`src/rtl/pipeline_ctrl_pkg.sv`:
```
// Shared types for the pipeline stall/flush sequencer: FSM states and the per-stage control bundle.
// The release helper encodes the branch/hazard/idle priority used in RUN and on MEM_WAIT release.
package pipeline_ctrl_pkg;

  typedef enum logic [1:0] {
    RUN      = 2'd0,
    MEM_WAIT = 2'd1,
    HALT     = 2'd2
  } state_t;

  typedef struct packed {
    logic freeze_pc;
    logic freeze_if_id;
    logic flush_if_id;
    logic bubble_id_ex;
    logic freeze_id_ex;
    logic freeze_ex_mem;
    logic bubble_mem_wb;
  } stage_ctrl_t;

  localparam int WAIT_CNT_W = 8;

  localparam stage_ctrl_t CTRL_IDLE = '0;

  // Whole pipeline held; MEM/WB gets a bubble so a stalled load never writes back twice.
  localparam stage_ctrl_t CTRL_FREEZE = '{
    freeze_pc:     1'b1,
    freeze_if_id:  1'b1,
    flush_if_id:   1'b0,
    bubble_id_ex:  1'b0,
    freeze_id_ex:  1'b1,
    freeze_ex_mem: 1'b1,
    bubble_mem_wb: 1'b1
  };

  function automatic stage_ctrl_t release_ctrl(input logic branch_taken, input logic hazard);
    stage_ctrl_t c;
    c = CTRL_IDLE;
    if (branch_taken) begin
      c.flush_if_id  = 1'b1;
      c.bubble_id_ex = 1'b1;
    end else if (hazard) begin
      c.freeze_pc    = 1'b1;
      c.freeze_if_id = 1'b1;
      c.bubble_id_ex = 1'b1;
    end
    return c;
  endfunction

endpackage

```
`src/rtl/pipeline_ctrl_sat_counter.sv`:
```
// Saturating up-counter with synchronous clear; clear wins over increment.
// One-cycle update latency, no backpressure.
module sat_counter #(
  parameter int W = 16
) (
  input  logic         clk,
  input  logic         rst,
  input  logic         inc,
  input  logic         clr,
  output logic [W-1:0] count
);

  always_ff @(posedge clk or negedge rst) begin
    if (!rst) begin
      count <= '0;
    end else if (clr) begin
      count <= '0;
    end else if (inc && (count != '1)) begin
      count <= count + W'(1);
    end
  end

endmodule

```
`src/rtl/pipeline_ctrl.sv`:
```
// Stall/flush sequencer for the five-stage pipeline: merges hazard, taken branch, SRAM wait and debug halt.
// Stage controls are zero-latency Mealy outputs; counters and the timeout flag update on the next edge.
module pipeline_ctrl
  import pipeline_ctrl_pkg::*;
#(
  parameter int MEM_TIMEOUT = 64,
  parameter int CNT_W       = 16
) (
  input  logic             clk,
  input  logic             rst,
  input  logic             hazard,
  input  logic             branch_taken,
  input  logic             mem_req,
  input  logic             mem_ready,
  input  logic             halt_req,
  input  logic             clr_cnt,
  output logic             freeze_pc,
  output logic             freeze_if_id,
  output logic             flush_if_id,
  output logic             bubble_id_ex,
  output logic             freeze_id_ex,
  output logic             freeze_ex_mem,
  output logic             bubble_mem_wb,
  output logic             halted,
  output logic             mem_timeout_err,
  output logic [CNT_W-1:0] stall_cnt,
  output logic [CNT_W-1:0] flush_cnt
);

  localparam logic [WAIT_CNT_W-1:0] WAIT_LAST = WAIT_CNT_W'(MEM_TIMEOUT - 1);

  state_t                state, state_nxt;
  stage_ctrl_t           ctrl;
  logic                  halted_c;
  logic                  halt_pend;
  logic [WAIT_CNT_W-1:0] wait_cnt;
  logic                  mem_stall;

  assign mem_stall = mem_req && !mem_ready;

  always_ff @(posedge clk or negedge rst) begin
    if (!rst) begin
      state <= RUN;
    end else begin
      state <= state_nxt;
    end
  end

  always_comb begin
    state_nxt = state;
    case (state)
      RUN: begin
        if (mem_stall) begin
          state_nxt = MEM_WAIT;
        end else if (halt_req) begin
          state_nxt = HALT;
        end
      end
      MEM_WAIT: begin
        if (mem_ready) begin
          state_nxt = (halt_pend || halt_req) ? HALT : RUN;
        end
      end
      HALT: begin
        if (!halt_req) begin
          state_nxt = RUN;
        end
      end
      default: state_nxt = RUN;
    endcase
  end

  // Gated by rst so every control drops the instant reset asserts, not at the next edge.
  always_comb begin
    ctrl     = CTRL_IDLE;
    halted_c = 1'b0;
    if (rst) begin
      case (state)
        RUN: begin
          if (mem_stall || halt_req) begin
            ctrl = CTRL_FREEZE;
          end else begin
            ctrl = release_ctrl(branch_taken, hazard);
          end
        end
        MEM_WAIT: begin
          if (!mem_ready) begin
            ctrl = CTRL_FREEZE;
          end else begin
            ctrl = release_ctrl(branch_taken, hazard);
          end
        end
        HALT: begin
          ctrl     = CTRL_FREEZE;
          halted_c = 1'b1;
        end
        default: ctrl = CTRL_IDLE;
      endcase
    end
  end

  always_ff @(posedge clk or negedge rst) begin
    if (!rst) begin
      halt_pend       <= 1'b0;
      wait_cnt        <= '0;
      mem_timeout_err <= 1'b0;
    end else begin
      if (state == MEM_WAIT) begin
        if (mem_ready) begin
          halt_pend <= 1'b0;
        end else if (halt_req) begin
          halt_pend <= 1'b1;
        end
      end else begin
        halt_pend <= 1'b0;
      end

      // The entry cycle in RUN already counts as the first wait cycle.
      if (state == RUN && mem_stall) begin
        wait_cnt <= WAIT_CNT_W'(1);
      end else if (state == MEM_WAIT && !mem_ready && (wait_cnt != '1)) begin
        wait_cnt <= wait_cnt + WAIT_CNT_W'(1);
      end

      if (clr_cnt) begin
        mem_timeout_err <= 1'b0;
      end else if (state == MEM_WAIT && !mem_ready && wait_cnt == WAIT_LAST) begin
        mem_timeout_err <= 1'b1;
      end
    end
  end

  sat_counter #(.W(CNT_W)) u_stall_cnt (
    .clk   (clk),
    .rst   (rst),
    .inc   (ctrl.freeze_pc),
    .clr   (clr_cnt),
    .count (stall_cnt)
  );

  sat_counter #(.W(CNT_W)) u_flush_cnt (
    .clk   (clk),
    .rst   (rst),
    .inc   (ctrl.flush_if_id),
    .clr   (clr_cnt),
    .count (flush_cnt)
  );

  assign freeze_pc     = ctrl.freeze_pc;
  assign freeze_if_id  = ctrl.freeze_if_id;
  assign flush_if_id   = ctrl.flush_if_id;
  assign bubble_id_ex  = ctrl.bubble_id_ex;
  assign freeze_id_ex  = ctrl.freeze_id_ex;
  assign freeze_ex_mem = ctrl.freeze_ex_mem;
  assign bubble_mem_wb = ctrl.bubble_mem_wb;
  assign halted        = halted_c;

endmodule

```
`config.mk`:
```
export PLATFORM = sky130hd
export DESIGN_NAME = pipeline_ctrl
export DESIGN_NICKNAME = d
export VERILOG_FILES = /design/src/rtl/pipeline_ctrl_pkg.sv /design/src/rtl/pipeline_ctrl_sat_counter.sv /design/src/rtl/pipeline_ctrl.sv
export SDC_FILE = /design/constraint.sdc
export NUM_CORES = 1
export LEC_CHECK = 0
export ABC_CLOCK_PERIOD_IN_PS = 5500
export CAP_MARGIN = 20
export CORE_AREA = 5 5 87 89
export CTS_CLUSTER_DIAMETER = 120
export DETAILED_ROUTE_END_ITERATION = 12
export DIE_AREA = 0 0 92 94
export SLEW_MARGIN = 5
export SYNTH_ARGS = -nofsm -noshare
export SYNTH_HDL_FRONTEND = slang
export SYNTH_SLANG_ARGS = --single-unit
```
`constraint.sdc`:
```
create_clock -name clk -period 5.5 [get_ports clk]
set_clock_uncertainty 0.15 [all_clocks]
set_input_delay 1.1 -clock clk [delete_from_list [all_inputs] [get_ports clk]]
set_output_delay 1.1 -clock clk [all_outputs]
set_load 0.02 [all_outputs]
```
# Yosys cells after proc, flatten, opt, wreduce, memory -nomap -nowiden
# Cells that the tools add are included.
# Widths: inputs -> output; s select.
# word_totals
reg_bits	44
latch_bits	0
ramBits	0
mem_bits_ro	0
output_inout_bits	41
elab_cells	63
mem_count	0
# classes
n_addsub	3
n_mul	0
n_div	0
magnitude_cmp	0
n_eq_ne	10
n_shift	0
muxes	28
n_bitwise	0
reduce_logical	16
# op_table
op	count
$mux 16	4
$add 16x1->16 const B	2
$ne 16x16->1 const B	2
$mux 7	3
$pmux 7 s3	1
$mux 8	2
$mux 2	7
$mux 1	10
$add 8x1->8 const B	1
$eq 8x6->1 const B	1
$ne 8x8->1 const B	1
$reduce_bool 2->1	4
$logic_and 1x1->1	7
$ne 3x3->1 const B	2
$pmux 2 s3	1
$ne 2x2->1 const B	2
$reduce_and 3->1	1
$eq 2x1->1 const B	1
$eq 2x2->1 const B	1
$logic_not 2->1	1
$logic_or 1x1->1	2
$logic_not 1->1	1

# Depth between registers and ports, before layout
# depth
ltp_word	9
mapped_depth	8
mapped_depth_nobuf	6

# Cells and area by module
# From an unflattened synthesis, not the netlist that was laid out.
# hier_totals
cells_unflattened	281
area_unflattened_um2	2665.1
# modules_own_cells
module	instances	cells_each	area_per_inst_um2	seq_area_each_um2
sat_counter	2	98	942.2	400.4
pipeline_ctrl	1	85	780.7	300.3

# Worst setup path after synthesis
# No wires, ideal clock.
# synth_path
path_kind	input -> output
start	input mem_ready
end	output freeze_pc
t_arrival_ns	2.328
required_ns	4.250
path_slack_ns	1.922
cell_stages	7
cell_sequence	buf_2 -> o32ai_2 -> a2bb2oi_2 -> buf_6 -> buf_2 -> inv_1 -> buf_4
# synth_via
elab_chain_len	6
word_cells_on_any_way	7
classes_between	mux: 4; reduce/logical: 3
# synth_rtl
element	line	text
start, declared	pipeline_ctrl.sv:14	input logic mem_ready,
$logic_not 1->1	pipeline_ctrl.sv:39	assign mem_stall = mem_req && !mem_ready;
$logic_and 1x1->1	pipeline_ctrl.sv:39	
$logic_or 1x1->1	pipeline_ctrl.sv:80	if (mem_stall || halt_req) begin
$mux 7	pipeline_ctrl.sv:80	
$pmux 7 s3 *	pipeline_ctrl.sv:78	case (state)
$mux 7 *	pipeline_ctrl.sv:77	if (rst) begin
end, declared	pipeline_ctrl.sv:17	output logic freeze_pc,
# Every way passes the cells marked *; elsewhere a longest branch is shown, timed or not.

# Worst setup path after layout
# layout_path
start	input mem_ready
end	output bubble_mem_wb
# layout_via
elab_chain_len	6
word_cells_on_any_way	7
classes_between	mux: 4; reduce/logical: 3
# layout_rtl
element	line	text
$logic_not 1->1	pipeline_ctrl.sv:39	
$logic_and 1x1->1	pipeline_ctrl.sv:39	
$logic_or 1x1->1	pipeline_ctrl.sv:80	
$mux 7	pipeline_ctrl.sv:80	
$pmux 7 s3 *	pipeline_ctrl.sv:78	
$mux 7 *	pipeline_ctrl.sv:77	
end, declared	pipeline_ctrl.sv:23	output logic bubble_mem_wb,
# Marked as above.

==> qor.yml <==
sta:
  final.setup.worst_slack_ns: 1.28
  max_slew_margin_pct: 51.4
  setup_viol: 0
  hold_viol_final: 0
  min_period_ns: 4.22
  slew_violations: 0
  fin_tns_setup_ns: 0
  fin_crit_sh_pct: 76.7
  tightest_slew_ns: 0.728
  max_freq_mhz: 237
  rsz0062_at_grt: "no"
floorplan:
  chipWidth_um: 92
  rows: 30
  dieArea_um2: 8650
  die_y_um: 94
  core_um2: 6680
  io_pins: 49
  start_util_pct: 39.0
pwr:
  clockPowerShare_pct: 36.2
  switching_share_pct: 27.4
  power_density_nw_per_um2: 219
  pwr-share-comb_pct: 13.8
  p_int_w: 0.000513
  peakVddDrop_mv: 0.147
  p_switching_w: 0.000193
  p_leak_nw: 1.22
  seqPwrFrac_pct: 50.0
critical_path:
  slowest_stage: "clkdlybuf4s50_1"
  worstPathRequired_ns: 4.25
  path_cells: "clkdlybuf4s50_1 -> o32ai_2 -> and2_1 -> clkdlybuf4s50_1"
  path_class: "in2out"
  end_kind: "output port"
  path_common_cell: "clkdlybuf4s50_1"
  max_stage_delay_ns: 0.62
  startpoint_type: "input pin"
  path_max_fanout: 8
  worstPathArrival_ns: 2.97
routing:
  route.detailed.drc: 0
  drt_iter0_markers: 107
  wl_per_cell_um: 15.3
  vias: 2163
  wirelength_mm: 6.07
  drt-vias-per-instance: 5.46
  drt_pre_antenna_iters: 4
  final_antenna_net_count: 0
placed_design:
  dp.final_hpwl_mm: 4.26
  gp_congestion: 0.800
  pre_cts_slack_ns: 1.26
  port-buffer-count: 48
status:
  outcome: "completed"
finish:
  area_growth_pct: 24.0
  drive_above_1_share_pct: 10.4
  final_nets: 326
  mostFrequentLayoutCells: "clkdlybuf4s50_1, dfrtp_1, nor2_1"
  antenna_cells: 0
  layout_commonest_cell: "clkdlybuf4s50_1"
  post-route-util_pct: 48.3
global_route:
  antenna_found_initial: 0
  grt_pass1_wl_mm: 10.3
  grt_start_max_net_pins: 39
  grt-ovfl-total: 0
  grt_pass1_vias: 2042
  track_usage_pct: 14.9
synth:
  synth.avg_cell_area_um2: 9.60
  synth-seq-cells: 44
  synth_cell_types: 52
  yosysWarnings: 0
  synth_edf_count: 0
  async_flop_share_pct: 100
  synth_ff_type: "dfrtp_1"
  syn_area_um2: 2600
  netlist_instances: 271
  synth_nets: 282
  yosysSeqAreaShare_pct: 42.3
clocking:
  h-tree-depth: 2
  ctsHoldBuffers: 0
  post_cts_resized: 0
  postCtsSetupRepairBufs: 0
  root_buffer: "clkbuf_8"
  insertion_delay_ns: 0.30
  cts_made_buffers: 5
  ctsLongestPathBuffers: 2
  tritoncts: "yes"
  cts_sinks: 44
  path_clk_slew_ns: 0.09
run:
  max_cap_violations: 0
min_path:
  hold_class: "reg2reg"
layout make-up:
class,instances,area [um2]
clock buffer,5,68.8
clock inverter,3,46.3
fill,663,3450
inverter,5,18.8
multi-input combinational,208,1400
sequential,44,1100
tap,80,100
timing repair buffer,51,498
flip-flops by register name, summed over array words and instances (netlist names):
signal             flops
u_stall_cnt.count     16
wait_cnt               8
u_flush_cnt.count     16
halt_pend              1
mem_timeout_err        1
state                  2
power by group through the flow:
stage	Clock [W]	Combinational [W]	Sequential, W
6_report	0.000256	0.0000975	0.000353
5_1_grt	0.000281	0.000110	0.000357
4_1_cts	0.000267	0.000100	0.000353
3_5_place_dp	0	0.0000998	0.000360
3_3_place_gp	0	0.0000978	0.000359
2_1_floorplan	0	0.0000654	0.000355
logic make-up (layout without fill, tap and decap cells):
logic type	count (synthesis)	after routing	synth area share, %
buffers and inverters	19	64	4.09
AND/OR/NAND/NOR	138	138	31.1
XOR/XNOR	18	18	6.06
multiplexers	8	8	3.27
AO/OA/AOI/OAI	41	41	11.7
adder cells (fa/ha/maj)	3	3	1.44
flip-flops	44	44	42.3
through the flow:
stage                     hold WS [ns]  instance area [um2]  instances  total power, W
after detailed placement         0.341                 3110        388        0.000459
final                            0.361                 3230        396        0.000706
after global placement           0.328                 3110        388        0.000457
after CTS                        0.365                 3230        396        0.000720
after global routing             0.397                 3230        396        0.000747
after floorplan                  0.314                 2600        271        0.000420
worst max-delay path, delay by kind of cell:
family          cells  cell delay, ns
simple gates        1            0.22
buf+inv             2            1.20
compound gates      1            0.44
routing by layer:
metal / track usage (%) / vias up / wire length [um]
met5: 0 / - / 0
met4: 4.08 / 0 / 57
met3: 4.01 / 4 / 235
met2: 23.0 / 30 / 2820
met1: 20.5 / 1050 / 2960
li1: - / 1079 / -
Yosys cell counts, types with 2 or more instances:
cell	number	area, um2
dfrtp_1	44	1100
nor2_1	34	128
a21oi_1	16	80.1
nand2_1	16	60.1
nand4_1	16	100
nand3_1	11	55.1
xnor2_1	11	96.3
o21ai_0	8	40.0
or4_1	7	52.6
xor2_1	7	61.3
and3_1	6	37.5
nor2b_1	6	37.5
or3_1	6	37.5
a211oi_1	5	37.5
nor3_1	5	25.0
o31ai_1	5	37.5
and2_1	4	25.0
buf_4	4	30.0
clkbuf_1	4	15.0
inv_1	4	15.0
mux2_2	4	45.0
mux2i_1	4	40.0
nor4_1	4	25.0
and4_1	3	26.3
buf_2	3	15.0
ha_1	3	37.5
nand2b_1	3	18.8
buf_6	2	22.5
nand4_2	2	25.0
nor4b_1	2	17.5
path summary, 6_finish.rpt:
kind                            from                    end  slack [ns]  depth (start not counted)
setup reg to reg            state[0]  u_stall_cnt.count[14]        3.16                          6
max in group asynchronous        rst  u_flush_cnt.count[13]        3.87                          2
min in group asynchronous        rst              halt_pend        0.56                          1
hold / removal             halt_pend              halt_pend        0.36                          2
hold reg to reg            halt_pend              halt_pend        0.36                          2
setup / recovery           mem_ready          bubble_mem_wb        1.28                          4
Power figures use the tool's default switching activity.
